--- config.mk ---
export PLATFORM = sky130hd
export DESIGN_NAME = dvi_video_timing
export DESIGN_NICKNAME = d
export VERILOG_FILES = /design/src/rtl/dvi_timing_pkg.sv /design/src/rtl/dvi_sync_delay.sv /design/src/rtl/dvi_video_timing.sv
export SDC_FILE = /design/constraint.sdc
export NUM_CORES = 1
export LEC_CHECK = 0
export CAP_MARGIN = 0
export CORE_MARGIN = 2
export CORE_UTILIZATION = 40
export CTS_CLUSTER_DIAMETER = 200
export DETAILED_ROUTE_END_ITERATION = 16
export PLACE_DENSITY = 0.66
export SYNTH_ARGS = -nofsm -noshare
export SYNTH_HDL_FRONTEND = slang
export SYNTH_SLANG_ARGS = --single-unit
export TNS_END_PERCENT = 5
--- constraint.sdc ---
create_clock -name clk -period 6.55 [get_ports clk]
set_clock_uncertainty 0.15 [all_clocks]
set_input_delay 1.6375 -clock clk [delete_from_list [all_inputs] [get_ports clk]]
set_output_delay 1.6375 -clock clk [all_outputs]
set_load 0.03 [all_outputs]
--- src/rtl/dvi_timing_pkg.sv ---
// Shared video-mode constants and sync helper for the DVI timing generator.
// Modes are grouped as structs so a top can pick one set with a single name.
package dvi_timing_pkg;

  typedef struct packed {
    int h_active;
    int h_fp;
    int h_sync;
    int h_bp;
    int v_active;
    int v_fp;
    int v_sync;
    int v_bp;
    bit hs_pol;
    bit vs_pol;
  } video_mode_t;

  localparam video_mode_t MODE_800X600_60  = '{800, 40, 128, 88, 600, 1, 4, 23, 1'b1, 1'b1};
  localparam video_mode_t MODE_640X480_60  = '{640, 16, 96, 48, 480, 10, 2, 33, 1'b0, 1'b0};
  localparam video_mode_t MODE_1024X768_60 = '{1024, 24, 136, 160, 768, 3, 6, 29, 1'b0, 1'b0};

  function automatic logic sync_level(input logic raw, input logic pol);
    return raw ? pol : ~pol;
  endfunction

endpackage

--- src/rtl/dvi_sync_delay.sv ---
// Parametrised-depth shift register with clock enable and per-bit reset values.
// DEPTH = 0 is a plain wire.
module dvi_sync_delay #(
  parameter int             DEPTH = 0,
  parameter int             W     = 3,
  parameter logic [W-1:0]   INIT  = '0
) (
  input  logic         clk,
  input  logic         rst_n,
  input  logic         ce,
  input  logic [W-1:0] d,
  output logic [W-1:0] q
);

  if (DEPTH == 0) begin : g_wire
    logic unused_ok;
    assign unused_ok = &{1'b0, clk, rst_n, ce};
    assign q = d;
  end else begin : g_shift
    logic [W-1:0] stage_q [DEPTH];
    logic [W-1:0] stage_d [DEPTH];

    always_comb begin
      stage_d[0] = d;
      for (int i = 1; i < DEPTH; i++) stage_d[i] = stage_q[i-1];
    end

    // NOTE: every stage is reset, not just the head, so the tail shows
    // inactive sync levels on the very next edge instead of stale history.
    always_ff @(posedge clk) begin
      if (!rst_n) begin
        for (int i = 0; i < DEPTH; i++) stage_q[i] <= INIT;
      end else if (ce) begin
        for (int i = 0; i < DEPTH; i++) stage_q[i] <= stage_d[i];
      end
    end

    assign q = stage_q[DEPTH-1];
  end

endmodule

--- src/rtl/dvi_video_timing.sv ---
// Video timing generator: h/v counters, registered pixel coordinates and strobes,
// and DE/HSYNC/VSYNC delayed by PIPE_DLY enabled cycles for a pipelined pixel source.
module dvi_video_timing
  import dvi_timing_pkg::*;
#(
  parameter int H_ACTIVE = MODE_800X600_60.h_active,
  parameter int H_FP     = MODE_800X600_60.h_fp,
  parameter int H_SYNC   = MODE_800X600_60.h_sync,
  parameter int H_BP     = MODE_800X600_60.h_bp,
  parameter int V_ACTIVE = MODE_800X600_60.v_active,
  parameter int V_FP     = MODE_800X600_60.v_fp,
  parameter int V_SYNC   = MODE_800X600_60.v_sync,
  parameter int V_BP     = MODE_800X600_60.v_bp,
  parameter bit HS_POL   = 1'b1,
  parameter bit VS_POL   = 1'b1,
  parameter int PIPE_DLY = 0,
  localparam int H_TOTAL = H_ACTIVE + H_FP + H_SYNC + H_BP,
  localparam int V_TOTAL = V_ACTIVE + V_FP + V_SYNC + V_BP,
  localparam int XW      = $clog2(H_TOTAL),
  localparam int YW      = $clog2(V_TOTAL)
) (
  input  logic          clk,
  input  logic          rst_n,
  input  logic          ce,
  output logic [XW-1:0] pix_x,
  output logic [YW-1:0] pix_y,
  output logic          pix_active,
  output logic          line_start,
  output logic          frame_start,
  output logic          vga_de,
  output logic          vga_hs,
  output logic          vga_vs
);

  localparam logic [XW-1:0] H_LAST  = XW'(H_TOTAL - 1);
  localparam logic [XW-1:0] H_ACT   = XW'(H_ACTIVE);
  localparam logic [XW-1:0] HS_BEG  = XW'(H_ACTIVE + H_FP);
  localparam logic [XW-1:0] HS_LAST = XW'(H_ACTIVE + H_FP + H_SYNC - 1);
  localparam logic [YW-1:0] V_LAST  = YW'(V_TOTAL - 1);
  localparam logic [YW-1:0] V_ACT   = YW'(V_ACTIVE);
  localparam logic [YW-1:0] VS_BEG  = YW'(V_ACTIVE + V_FP);
  localparam logic [YW-1:0] VS_LAST = YW'(V_ACTIVE + V_FP + V_SYNC - 1);
  localparam logic [2:0]    SYNC_IDLE = {~VS_POL, ~HS_POL, 1'b0};

  logic [XW-1:0] h_cnt_q, h_cnt_d;
  logic [YW-1:0] v_cnt_q, v_cnt_d;
  logic [XW-1:0] pix_x_q;
  logic [YW-1:0] pix_y_q;
  logic          pix_active_q, pix_active_d;
  logic          line_start_q, line_start_d;
  logic          frame_start_q, frame_start_d;
  logic [2:0]    sync_q, sync_d;       // {vs, hs, de} at output polarity
  logic [2:0]    sync_dly;

  // NOTE: every output of this block gets a default first, so no path
  // through the if-tree leaves a signal unassigned and infers a latch.
  always_comb begin
    h_cnt_d = h_cnt_q + XW'(1);
    v_cnt_d = v_cnt_q;
    if (h_cnt_q == H_LAST) begin
      h_cnt_d = '0;
      v_cnt_d = (v_cnt_q == V_LAST) ? '0 : v_cnt_q + YW'(1);
    end
    pix_active_d  = (h_cnt_q < H_ACT) && (v_cnt_q < V_ACT);
    line_start_d  = (h_cnt_q == '0);
    frame_start_d = (h_cnt_q == '0) && (v_cnt_q == '0);
    sync_d = {sync_level((v_cnt_q >= VS_BEG) && (v_cnt_q <= VS_LAST), VS_POL),
              sync_level((h_cnt_q >= HS_BEG) && (h_cnt_q <= HS_LAST), HS_POL),
              pix_active_d};
  end

  // NOTE: state updates use <= so every flop samples pre-edge values and
  // the counter/output-register ordering cannot create a race.
  always_ff @(posedge clk) begin
    if (!rst_n) begin
      h_cnt_q       <= '0;
      v_cnt_q       <= '0;
      pix_x_q       <= '0;
      pix_y_q       <= '0;
      pix_active_q  <= 1'b0;
      line_start_q  <= 1'b0;
      frame_start_q <= 1'b0;
      sync_q        <= SYNC_IDLE;
    end else if (ce) begin
      h_cnt_q       <= h_cnt_d;
      v_cnt_q       <= v_cnt_d;
      pix_x_q       <= h_cnt_q;
      pix_y_q       <= v_cnt_q;
      pix_active_q  <= pix_active_d;
      line_start_q  <= line_start_d;
      frame_start_q <= frame_start_d;
      sync_q        <= sync_d;
    end
  end

  dvi_sync_delay #(
    .DEPTH (PIPE_DLY),
    .W     (3),
    .INIT  (SYNC_IDLE)
  ) u_sync_delay (
    .clk   (clk),
    .rst_n (rst_n),
    .ce    (ce),
    .d     (sync_q),
    .q     (sync_dly)
  );

  assign pix_x       = pix_x_q;
  assign pix_y       = pix_y_q;
  assign pix_active  = pix_active_q;
  assign line_start  = line_start_q;
  assign frame_start = frame_start_q;
  assign vga_de      = sync_dly[0];
  assign vga_hs      = sync_dly[1];
  assign vga_vs      = sync_dly[2];

endmodule

==> impl_results.md <==
* Number of synthesized flops with an enable pin at 0
* Synth Flop Type: dfxtp_1
* Reg clk slew, reported paths at 90 ps
* Critical path capture point type: flip-flop
* Final WL at 4680 µm
* DR vias/cell at 5.27
* Synth async-reset ratio at 0%
* Inst Count DP at 324
* Adder-Cell Fraction of Synth Area at 2.85%
* Mux contribution to synthesized area at 10.5%
* Drt first pass iters at 4
* Most common cell in the synthesized netlist: dfxtp_1
* FP Rows at 26
* Longest Clk Path Bufs at 2
* CP Max Fanout at 8
* Crit Path Class: input pin to flip-flop
* Area growth, synth to finish at 18.3%
* Hold Crit Class: flip-flop to flip-flop
* Critical path's top delay family: simple AND/OR/NAND/NOR gates
* Total track usage at 16.6%
* Pint at 0.376 mW
* Buf/Inv on CP at 2
* Worst reg2reg setup slack at 3970 ps
* DP Wirelength at 3160 µm
* Critical Path Max Stage Delay at 670 ps
* Synthesized area at 2200 µm²
* GP Congestion at 0.772
* Critical path startpoint category: input pin
* Yosys warns at 0
* DR DRC count at 0
* Vias at 1,750
* Cell variety after synth at 42
* Slew headroom at 50.1%
* Clk_lat worst skew at 310 ps
* Layout cells sized above 1 at 4.96%
* Net Sw Power at 0.120 mW
* Reg2Reg Depth at 4
* Initial antenna violation count at 0
* Initial DRC count at 92
* Area of the die at 6100 µm²
* Design area at 2600 µm²
* Pre-CTS setup slack at 2790 ps
* Antenna diode count at 0
* Final worst-path setup slack at 3130 ps
* Ports at 30
* RSZ-0062 raised after global routing: no
* Synth top area share at 42.8%
* Detail Route Antenna Nets at 0
* WL/cell at 14.1 µm
* CTS Buf Count at 5
* IO Port Bufs at 29
* Synthesized netlist cell count at 239
* Leakage at 0.945 nW
* Area leader, netlist: dfxtp_1
* Final hold viol count at 0
* Initial core utilization at 42.2%
* Post-Route Setup TNS at 0 ps
* Synth area leaders: dfxtp_1 (43%), mux2i_1 (10%), nor2b_1 (6.6%)
* Final period utilization at 52.3%
* Post-route minimum period at 3420 ps
* Vias in the first global route at 1,704
* CP max stage cell: or4_1
* CTS tree: done
* Max Cap Viol at 0
* FF-to-FF Start: h_cnt_q[7]
* Post-CTS Resized at 0
* Fin. max-slew vios at 0
* Mapped Avg Cell Area at 9.19 µm²
* Post-synthesis simple-gate area fraction at 26.2%
* Worst Hold Launch: sync_q[1]
* H-Tree Level Count at 2
* Area after DPL at 2510 µm²
* Net Sw Frac at 24.1%
* Reg-to-Reg End: v_cnt_q[7]
* F_max at 292 MHz
* Hold-fix buffer count after cts at 0
* Post-CTS Setup Repair Bufs at 0
* Worst IR Drop VDD at 0.000158 V
* First-pass GRT wire length at 7890 µm
* Die Width at 78.1 µm
* Worst hold endpoint: sync_q[1]
* Status: finished clean
* Power consumption at 0.496 mW
* Clk sinks at 47
* Final Non-Filler Cells at 332
* PwrDens at 191 nW/µm²
* Core Area at 5200 µm²
* Setup-failing EPs final at 0
* Largest family of logic cells by synthesized area: simple AND/OR/NAND/NOR gates
* Worst EP arrival at 3460 ps
* Synth Net Count at 247
* Sequential power share at 58.7%
* Top cells by count, synth: dfxtp_1 (47), mux2i_1 (23), nor2b_1 (23), nand2_1 (19), nor2_1 (15)
* Xor/xnor cell area share of the yosys netlist at 4.79%
* Die Ht at 78.1 µm
* Synth Area in Compound Gates at 8.32%
* Post-synthesis sequential area ratio at 42.8%
* Logic pwr share at 6.6%
* Slew @ Worst Pin at 741 ps
* Critical path cell sequence: clkdlybuf4s50_1 -> inv_1 -> or4_1 -> o21ai_0 -> nor2_1
* Flops & latches, synth at 47
* Remaining Overflow, GRT at 0
* Root Driver: clkbuf_8
* Clock power frac at 34.7%
* Critical Path RT at 6580 ps
* Hold path cells at 2
* Fin nets at 269
* Largest net degree at the start of global routing at 41
==> cell usage in the layout (no fill, tap or decap), drive strengths merged, types with 3 or more instances in the layout <==
cell type | netlist | layout
clkdlybuf4s50 | 0 | 29
and4 | 3 | 3
o311ai | 3 | 3
inv | 7 | 7
o21ai | 11 | 11
mux2i | 23 | 23
ha | 5 | 5
nor2 | 15 | 15
nand4 | 8 | 8
dfxtp | 47 | 47
or4 | 3 | 3
a21boi | 4 | 4
nor2b | 23 | 23
nand3 | 6 | 6
a21oi | 4 | 4
clkinv | 0 | 3
xnor2 | 6 | 6
nor3 | 3 | 3
clkbuf | 11 | 5
nand2 | 19 | 19
xor2 | 6 | 6
nor4 | 5 | 5
and2 | 4 | 4
==> how the worst max path moves through the flow <==
stage          start  depth (start not counted)    endpoint
2_1_floorplan     ce                          5  v_cnt_q[3]
3_3_place_gp      ce                          5  v_cnt_q[5]
3_5_place_dp      ce                          5  v_cnt_q[4]
4_1_cts           ce                          5  v_cnt_q[4]
5_1_grt           ce                          5  v_cnt_q[3]
6_report          ce                          5  v_cnt_q[4]
==> per-stage QoR <==
step                      utilization, %  hold slack, ps
after floorplan                        -             346
after global placement              48.3             315
after detailed placement            48.3             312
after CTS                           49.9             333
after global routing                49.9             363
final                               49.9             326
==> flip-flops by register name, summed over array words and instances, names as in the netlist <==
signal,count
v_cnt_q,10
pix_y,10
sync_q,3
frame_start,1
line_start,1
pix_x,11
h_cnt_q,11
==> power by group through the flow <==
| stage | sequential [mW] | clock [mW] | combinational [mW] |
|---|---|---|---|
| detailed placement | 0.298 | 0 | 0.0330 |
| global placement | 0.298 | 0 | 0.0327 |
| CTS | 0.291 | 0.178 | 0.0329 |
| floorplan | 0.301 | 0 | 0.0190 |
| finish | 0.291 | 0.172 | 0.0325 |
| global route | 0.292 | 0.188 | 0.0354 |
==> tightest hold or removal path, stage by stage, from the launching register on <==
cell and delay (ps):
dfxtp_1 340, nand2_1 50, o21ai_0 60
==> cells by family (layout without fill, tap and decap cells) <==
kind of cell / Yosys count / count (layout)
simple gates: 101 / 101
fa+ha+maj: 5 / 5
compound gates: 28 / 28
buf+inv: 23 / 46
mux: 23 / 23
flops: 47 / 47
xor+xnor: 12 / 12
==> metal layers <==
metal	global-route usage (%)	part of all wire [%]	up-vias	wire, µm
met3	3.33	4.1	5	192
met4	9.47	1.4	0	67
li1	-	-	882	-
met2	27.7	47	32	2220
met1	19.8	47	831	2190
met5	0	0	-	0
==> cell type report <==
type,instances,area [µm²]
Sequential cell,47,941
Inverter,7,26.3
Timing Repair Buffer,31,305
Clock buffer,5,68.8
Multi-Input combinational cell,169,1150
Tap cell,70,87.6
Clock inverter,3,15.0
Fill cell,513,2610
Note: power is estimated with default switching activity, not from simulation.
